**src/rtl/collision_detector.sv**
```systemverilog
// collision_detector
//
// Frame-based collision detector for the game controller. During each VGA
// frame it watches the per-pixel draw requests of the ball, the good/bad
// obstacles and the bottom border, and remembers any ball overlap in sticky
// per-frame flags. At every startOfFrame the flags of the frame just finished
// are evaluated, and a registered single-cycle pulse group is issued in the
// following clock.
//
// Bottom contact has priority: it suppresses the obstacle outputs for that
// frame. Obstacle reports can be rate-limited by a cooldown FSM so that one
// continuous contact yields a single score event.
//
// Build option:
//   COLLISION_COOLDOWN_EN  defined   : ARMED/COOLDOWN FSM with an 8-bit
//                                      frame counter loaded with
//                                      COOLDOWN_FRAMES after each report.
//                          undefined : always armed, every obstacle frame
//                                      is reported; COOLDOWN_FRAMES unused.
//
// Parameters:
//   COOLDOWN_FRAMES            frames of obstacle suppression after a report
//                              (1..255).
// Ports:
//   clk                        pixel clock
//   resetN                     asynchronous active-low reset
//   startOfFrame               1-cycle pulse at the first pixel of a frame
//   pause                      game paused: flags held clear, FSM frozen
//   reset_level_pulse          1-cycle level restart: clear flags, re-arm
//   ballDR                     ball draws the current pixel
//   obstacleGoodDR             good obstacle draws the current pixel
//   obstacleBadDR              bad obstacle draws the current pixel
//   bottomDR                   bottom border draws the current pixel
//   collisionBallObstacle      pulse: ball hit an obstacle last frame
//   collisionBallObstacleGood  qualifier: the hit included a good obstacle
//   collisionBallObstacleBad   qualifier: the hit included a bad obstacle
//   collisionBallBottom        pulse: ball reached the bottom last frame

module collision_detector #(
  parameter int unsigned COOLDOWN_FRAMES = 8
) (
  input  logic clk,
  input  logic resetN,
  input  logic startOfFrame,
  input  logic pause,
  input  logic reset_level_pulse,
  input  logic ballDR,
  input  logic obstacleGoodDR,
  input  logic obstacleBadDR,
  input  logic bottomDR,
  output logic collisionBallObstacle,
  output logic collisionBallObstacleGood,
  output logic collisionBallObstacleBad,
  output logic collisionBallBottom
);

  // Reject an out-of-range cooldown at elaboration time.
  if (COOLDOWN_FRAMES < 1 || COOLDOWN_FRAMES > 255) begin : gen_bad_cooldown
    $error("collision_detector: COOLDOWN_FRAMES must be in 1..255");
  end

  // ---------------------------------------------------------------------------
  // Per-pixel overlap detection
  // ---------------------------------------------------------------------------
  logic hit_good, hit_bad, hit_bottom;

  assign hit_good   = ballDR & obstacleGoodDR;
  assign hit_bad    = ballDR & obstacleBadDR;
  assign hit_bottom = ballDR & bottomDR;

  // A frame boundary only counts when neither a level restart nor pause
  // overrides it.
  logic evaluate;
  assign evaluate = startOfFrame & ~pause & ~reset_level_pulse;

  // ---------------------------------------------------------------------------
  // Sticky per-frame flags
  // ---------------------------------------------------------------------------
  logic acc_good_q,   acc_good_d;
  logic acc_bad_q,    acc_bad_d;
  logic acc_bottom_q, acc_bottom_d;

  always_comb begin
    acc_good_d   = acc_good_q;
    acc_bad_d    = acc_bad_q;
    acc_bottom_d = acc_bottom_q;
    if (reset_level_pulse || pause) begin
      acc_good_d   = 1'b0;
      acc_bad_d    = 1'b0;
      acc_bottom_d = 1'b0;
    end else if (startOfFrame) begin
      // Old frame is cleared; the boundary pixel itself opens the new frame.
      acc_good_d   = hit_good;
      acc_bad_d    = hit_bad;
      acc_bottom_d = hit_bottom;
    end else begin
      acc_good_d   = acc_good_q   | hit_good;
      acc_bad_d    = acc_bad_q    | hit_bad;
      acc_bottom_d = acc_bottom_q | hit_bottom;
    end
  end

  always_ff @(posedge clk or negedge resetN) begin
    if (!resetN) begin
      acc_good_q   <= 1'b0;
      acc_bad_q    <= 1'b0;
      acc_bottom_q <= 1'b0;
    end else begin
      acc_good_q   <= acc_good_d;
      acc_bad_q    <= acc_bad_d;
      acc_bottom_q <= acc_bottom_d;
    end
  end

  // ---------------------------------------------------------------------------
  // Report qualification
  // ---------------------------------------------------------------------------
  logic armed;
  logic obstacle_report;

  // Bottom contact discards any obstacle overlap of the same frame.
  assign obstacle_report = evaluate & ~acc_bottom_q & (acc_good_q | acc_bad_q) & armed;

`ifdef COLLISION_COOLDOWN_EN
  // ---------------------------------------------------------------------------
  // Cooldown FSM
  // ---------------------------------------------------------------------------
  typedef enum logic [0:0] {StArmed, StCooldown} state_e;

  localparam logic [7:0] CooldownLoad = 8'(COOLDOWN_FRAMES);

  state_e     state_q, state_d;
  logic [7:0] cnt_q,   cnt_d;

  assign armed = (state_q == StArmed);

  always_comb begin
    state_d = state_q;
    cnt_d   = cnt_q;
    if (reset_level_pulse) begin
      state_d = StArmed;
      cnt_d   = 8'd0;
    end else if (evaluate) begin
      unique case (state_q)
        StArmed: begin
          if (obstacle_report) begin
            state_d = StCooldown;
            cnt_d   = CooldownLoad;
          end
        end
        StCooldown: begin
          // The frame on which the count runs out is still suppressed; the
          // <= 1 test also keeps the counter from wrapping below zero.
          if (cnt_q > 8'd1) begin
            cnt_d = cnt_q - 8'd1;
          end else begin
            cnt_d   = 8'd0;
            state_d = StArmed;
          end
        end
      endcase
    end
  end

  always_ff @(posedge clk or negedge resetN) begin
    if (!resetN) begin
      state_q <= StArmed;
      cnt_q   <= 8'd0;
    end else begin
      state_q <= state_d;
      cnt_q   <= cnt_d;
    end
  end
`else
  assign armed = 1'b1;
`endif

  // ---------------------------------------------------------------------------
  // Registered output pulses
  // ---------------------------------------------------------------------------
  logic obstacle_q, obstacle_d;
  logic good_q,     good_d;
  logic bad_q,      bad_d;
  logic bottom_q,   bottom_d;

  always_comb begin
    obstacle_d = 1'b0;
    good_d     = 1'b0;
    bad_d      = 1'b0;
    bottom_d   = 1'b0;
    if (evaluate) begin
      bottom_d   = acc_bottom_q;
      obstacle_d = obstacle_report;
      good_d     = obstacle_report & acc_good_q;
      bad_d      = obstacle_report & acc_bad_q;
    end
  end

  always_ff @(posedge clk or negedge resetN) begin
    if (!resetN) begin
      obstacle_q <= 1'b0;
      good_q     <= 1'b0;
      bad_q      <= 1'b0;
      bottom_q   <= 1'b0;
    end else begin
      obstacle_q <= obstacle_d;
      good_q     <= good_d;
      bad_q      <= bad_d;
      bottom_q   <= bottom_d;
    end
  end

  assign collisionBallObstacle     = obstacle_q;
  assign collisionBallObstacleGood = good_q;
  assign collisionBallObstacleBad  = bad_q;
  assign collisionBallBottom       = bottom_q;

endmodule

```
**config.mk**
```make
export PLATFORM = sky130hd
export DESIGN_NAME = collision_detector
export DESIGN_NICKNAME = d
export VERILOG_FILES = /design/src/rtl/collision_detector.sv
export SDC_FILE = /design/constraint.sdc
export NUM_CORES = 1
export LEC_CHECK = 0
export BUFFER_PORTS_ARGS = -buffer_cell sky130_fd_sc_hd__buf_2
export CORE_AREA = 2 2 39 41
export DETAILED_ROUTE_END_ITERATION = 12
export DIE_AREA = 0 0 41 43
export GPL_ROUTABILITY_DRIVEN = 1
export PLACE_DENSITY = 0.52
export RECOVER_POWER = 25
export SLEW_MARGIN = 25
export SYNTH_ARGS = -nofsm -noshare
export SYNTH_HDL_FRONTEND = slang
export SYNTH_SLANG_ARGS = --single-unit
```
**constraint.sdc**
```tcl
create_clock -name clk -period 1.66 [get_ports clk]
set_input_delay 0.332 -clock clk [delete_from_list [all_inputs] [get_ports clk]]
set_output_delay 0.332 -clock clk [all_outputs]
set_load 0.1 [all_outputs]
```
Word-level counts from Yosys, hierarchy flattened
Index checks and enable logic that the tools add are counted.
- register bits after elaboration: 7
- logic and storage cells: 34
- input port bits: 9
- output and inout port bits: 4
- bitwise operators: 16
- reductions and logical operators: 1
- multiplexer cells: 10
- operators by type and width (kind ; count):
    1-bit 2-to-1 mux ; 10
    1-bit AND ; 9
    1-bit bitwise OR ; 4
    1-bit inverter ; 3
    1-bit logical OR ; 1

Longest topological paths before layout
Gate-level depths: netlist (run 1).
- depth after elaboration: 7
- mapped depth: 2
- gate-level depth less buffers: 2

Least setup slack after synthesis (run 1)
Ideal clock, no wire load.
- path kind: register to output
- start: register bottom_q, in the netlist collisionBallBottom
- end: output collisionBallBottom
- required time: 1.328 ns
- stages on the path, launching flop included: 1
- setup slack: 0.445 ns
- buffers on the path: 0
- arrival: 0.883 ns
- cell sequence: dfrtp_1
- RTL lines (item ; line ; text):
    from (decl) ; 184 ; logic bottom_q, bottom_d;
    from (signal assigned) ; 209 ; bottom_q <= bottom_d;
    to (decl) ; 54 ; output logic collisionBallBottom
No word-level cell between the ends.

Final worst setup path (run 1)
- start: register good_q, in the netlist collisionBallObstacleGood
- end: output collisionBallObstacleGood
- RTL lines (item ; line ; text):
    from (decl) ; 182 ; logic good_q, good_d;
    from (signal assigned) ; 207 ; good_q <= good_d;
    to (decl) ; 52 ; output logic collisionBallObstacleGood,
No word-level cell between the ends.

==> metrics.yaml, run 1 <==
p_comb_share_pct: 8.5
fin_hold_ws_ps: 317
rr_worst_depth: 1
layout_common_cells: "buf_2 (11), dfrtp_1 (7)"
dpl.cell_count: 52
worst-slew-pin-transition_ps: 486
grt_pass1_wl_um: 765
layout_commonest_cell: "buf_2"
p_total_uw: 357
p_seq_share_pct: 49.4
cts_max_level: 1
first_global_vias: 195
rsz0062_at_grt: "false"
cts_buffers: 3
gp_congestion: 0.692
pwr-share-clk_pct: 42.1
clkTransAtPathRegs_ps: 50
syn_avg_cell_area_um2: 11.1
die_h_um: 43
grt_max_degree: 8
worst-path-stages: 1
cp-start-kind: "flop"
worstPathMaxFanout: 1
required_ps: 1330
place_area_um2: 347
cts_tree: "built"
peakVddDrop_mv: 0.209
clock.fmax_ghz: 0.755
drt_iter0_markers: 3
path_buf_inv: 1
nets: 51
ios: 13
syn-instance-count: 24
start_util_pct: 19.3
post-route-cell-area_um2: 382
vias_per_cell: 3.68
drcViolationCount: 0
endpoint_kind: "primary output"
antenna_cells: 0
fin_skew_ps: 0.540
rows: 14
slew_viol_final: 0
synthesis.nets: 33
crit_chain: "buf_2"
synth_top_area_share_pct: 65.7
synth_top_cell_by_area: "dfrtp_1"
cts.sinks: 7
fp.coreArea_mm2: 0.00138
synth_cell_types: 10
cpLargestDelayFamily: "buffers and inverters"
antenna_found_initial: 0
portBuffers: 12
fin_crit_sh_pct: 79.7
avgRoutedWirePerCell_um: 8.46
grt_remaining_overflow: 0
min_path_cells: 3
dieArea_mm2: 0.00176
p_sw_uw: 78.2
finalWirelength_um: 482
die_w_um: 41
critical_path_class: "flop to primary output"
hold_violations: 0
sw_frac_of_total_pct: 21.9
setup_viol: 0
synth-warning-count: 0
drive_gt1_share_pct: 36.6
yosysSeqAreaShare_pct: 65.7
slowest_stage: "buf_2"
min_path_type: "primary input to flop"
dr.pass1.iters: 2
internal-power_uw: 279
syn_area_um2: 267
grt_usage_pct: 7.11
ant_nets: 0
tns_ps: 0
power.density_mw_per_mm2: 936
cts-root-buf: "clkbuf_4"
clk_latency_ps: 250
clk_path_buf_depth: 2
arrival_ps: 990
drv_cap: 0
period_minus_slack_ps: 1320
p_leak_uw: 0.000190
ys_ff_latch: 7
netlist_top_cells_area: "dfrtp_1 (66%), nand2b_1 (7.0%), a21oi_1 (5.6%)"
layout.cells.non_filler: 57
cp_slowest_stage_delay_ps: 420
slew_headroom_pct: 67.8
syn2layout_area_growth_pct: 43.2
vias: 210
status: "complete, no violations"
[power by group through the flow]
| stage | logic (uW) | clock network [uW] | registers [uW] |
|---|---|---|---|
| final | 30.3 | 150 | 176 |
| after global routing | 34.3 | 169 | 176 |
| after CTS | 31.3 | 160 | 176 |
| after detailed placement | 29.5 | 0 | 179 |
| after global placement | 29.3 | 0 | 179 |
| after floorplan | 8.72 | 0 | 184 |
[state kept, by name, summed over array words and instances (netlist names)]
register,cells
collisionBallObstacleBad,1
acc_bad_q,1
collisionBallObstacle,1
acc_bottom_q,1
collisionBallObstacleGood,1
collisionBallBottom,1
acc_good_q,1
[per-layer routing]
metal / vias to the layer above / GRT usage (%) / wire length [um]
met5: - / 0 / 0
met4: 0 / 8.00 / 0
met3: 0 / 3.14 / 59
met2: 13 / 7.81 / 184
met1: 85 / 9.00 / 238
li1: 112 / - / -
[cell type report]
class	instances	area (um2)
inverter	1	3.75
multi-input combinational	16	87.6
sequential	7	175
tap	16	20.0
clock buffer	4	26.3
fill	141	1000
timing repair buffer	13	68.8
[cell families (layout without fill, tap and decap cells)]
kind of cell	count (synthesis)	count (layout)	share of synthesized area, %
compound gates	3	3	5.63
buf+inv	1	18	1.41
flops	7	7	65.7
simple gates	13	13	27.2
[worst paths after layout]
kind                                      startpoint                        end  slack (ps)
max in group asynchronous                     resetN                  acc_bad_q         910
hold / removal                              bottomDR               acc_bottom_q         320
hold reg to reg                         acc_bottom_q   collisionBallObstacleBad         510
setup reg to reg                        acc_bottom_q      collisionBallObstacle         950
min in group asynchronous                     resetN        collisionBallBottom         500
setup / recovery           collisionBallObstacleGood  collisionBallObstacleGood         340
[through the flow]
stage,util (%),worst slack [ps]
6_report,27.6,336
5_1_grt,27.6,304
4_1_cts,27.7,314
3_5_place_dp,25.0,473
3_3_place_gp,25.0,472
2_1_floorplan,-,445
[timing repair]
action / 4_1_cts / 5_1_grt
hold endpoints to repair: 7 / 0
hold buffers: 1 / 0
buffers inserted: 0 / 0
gates resized for setup: 0 / 0
[Yosys cell counts, drive strengths merged]
cell type and count:
inv 1, nor3b 2, nand2b 3, a21oi 3, dfrtp 7, nand2 3, nor3 1, or3b 1
nor2 2, or2 1
Power figures use the tool's default switching activity.
==> run 2, diff against run 1 <==
PLACE_DENSITY = 0.54   (was 0.52)
clock period = 1.2 ns   (was 1.66 ns; I/O delays follow)
==> metrics.yaml, run 2 (synthesis gave the netlist of run 1 again) <==
vias_per_cell: 3.51
slew_viol_final: 0
setup_viol: 0
antenna_found_initial: 0
cp_slowest_stage_delay_ps: 390
slowest_stage: "dfrtp_1"
start_util_pct: 19.3
critical_path_class: "flop to primary output"
syn2layout_area_growth_pct: 65.7
grt_pass1_wl_um: 731
dr.pass1.iters: 2
cp-start-kind: "flop"
power.density_mw_per_mm2: 1140
period_minus_slack_ps: 1050
hold_violations: 0
cts_buffers: 3
nets: 51
cts-root-buf: "clkbuf_4"
avgRoutedWirePerCell_um: 7.95
die_h_um: 43
path_buf_inv: 1
cts_tree: "built"
drv_cap: 0
ios: 13
slew_headroom_pct: 76.9
clk_path_buf_depth: 2
layout_common_cells: "dfrtp_1 (7), buf_2 (7), buf_12 (4)"
regToRegSetupSlack_ps: 470
rr_endpoint: "collisionBallObstacleBad"
antenna_cells: 0
rr_worst_depth: 1
worst-slew-pin-transition_ps: 347
r2r_start: "acc_bottom_q"
drcViolationCount: 0
arrival_ps: 810
fin_crit_sh_pct: 87.7
first_global_vias: 188
clk_latency_ps: 250
grt_remaining_overflow: 0
gp_congestion: 0.752
cts_max_level: 1
multi_input_area_um2: 87.6
post_cts_resized: 0
vias: 200
grt_max_degree: 8
wl_met3_um: 50
portBuffers: 12
wl_met1_um: 239
cts_setup_buffers: 0
grt_usage_pct: 6.90
fp.coreArea_mm2: 0.00138
hold_end: "acc_bad_q"
ff_latch_area_um2: 175
p_total_uw: 504
wl_met2_um: 163
rows: 14
required_ps: 960
endpoint_kind: "primary output"
peakVddDrop_mv: 0.365
min_path_cells: 3
p_leak_uw: 0.000200
ant_nets: 0
min-delay-start: "obstacleBadDR"
cpLargestDelayFamily: "flip-flops"
tns_ps: 0
min_path_type: "primary input to flop"
rsz0062_at_grt: "false"
clock.fmax_ghz: 0.950
num-fill-cells: 145
finalWirelength_um: 453
fin_skew_ps: 1.38
clkTransAtPathRegs_ps: 50
highest_layer: "met3"
die_w_um: 41
drt_iter0_markers: 3
cts.sinks: 7
drive_gt1_share_pct: 36.6
crit_chain: "buf_12"
dieArea_mm2: 0.00176
worstPathMaxFanout: 1
status: "complete, no violations"
==> run 2: report_power, final <==
group          internal (uW)  leakage (uW)  total (uW)  switching [uW]
clock network            127     0.0000150         215            87.8
registers                240     0.0000968         244            3.47
logic                   22.0     0.0000884        45.7            23.7
total                    389      0.000200         504             115
==> run 2: cell type report <==
class	instances	area share, %
Sequential cell	7	39.7
Timing Repair Buffer	13	29.2
Multi-Input combinational cell	16	19.8
Clock buffer	4	5.95
Tap cell	16	4.53
Inverter	1	0.850
==> run 2: worst max-delay path by stage <==
stage / end / startpoint / depth (start not counted) / slack [ps]
floorplan: collisionBallBottom / collisionBallBottom / 0 / 80
global placement: collisionBallObstacleBad / reset_level_pulse / 3 / 110
detailed placement: collisionBallObstacleBad / reset_level_pulse / 3 / 100
CTS: collisionBallObstacleGood / collisionBallObstacleGood / 1 / 140
global route: collisionBallObstacleGood / collisionBallObstacleGood / 1 / 120
finish: collisionBallObstacleGood / collisionBallObstacleGood / 1 / 150
==> run 2: metal layers <==
layer  GRT usage [%]  up-vias
met5               0        -
met4            6.00        0
met3            4.71        0
met2            6.88       13
met1            9.33       75
li1                -      112
==> run 2: metrics by stage <==
stage               instances  setup WS (ps)  hold WS [ps]  utilization, %  cell area (um2)
global route               57            117           228            31.9              442
floorplan                  24           76.7         -55.6               -              267
finish                     57            148           225            31.9              442
global placement           52            107          78.9            29.4              407
CTS                        57            138           219            32.0              443
detailed placement         52            103          78.0            29.4              407
==> run 2: worst min-delay path, stage by stage <==
cell	delay (ps)
buf_2	100
nand2_1	50
a21oi_1	50
==> run 2: repair_timing <==
action	in CTS	in global routing
endpoints found under the hold margin	7	0
setup endpoints to repair	0	0
hold buffers	1	0
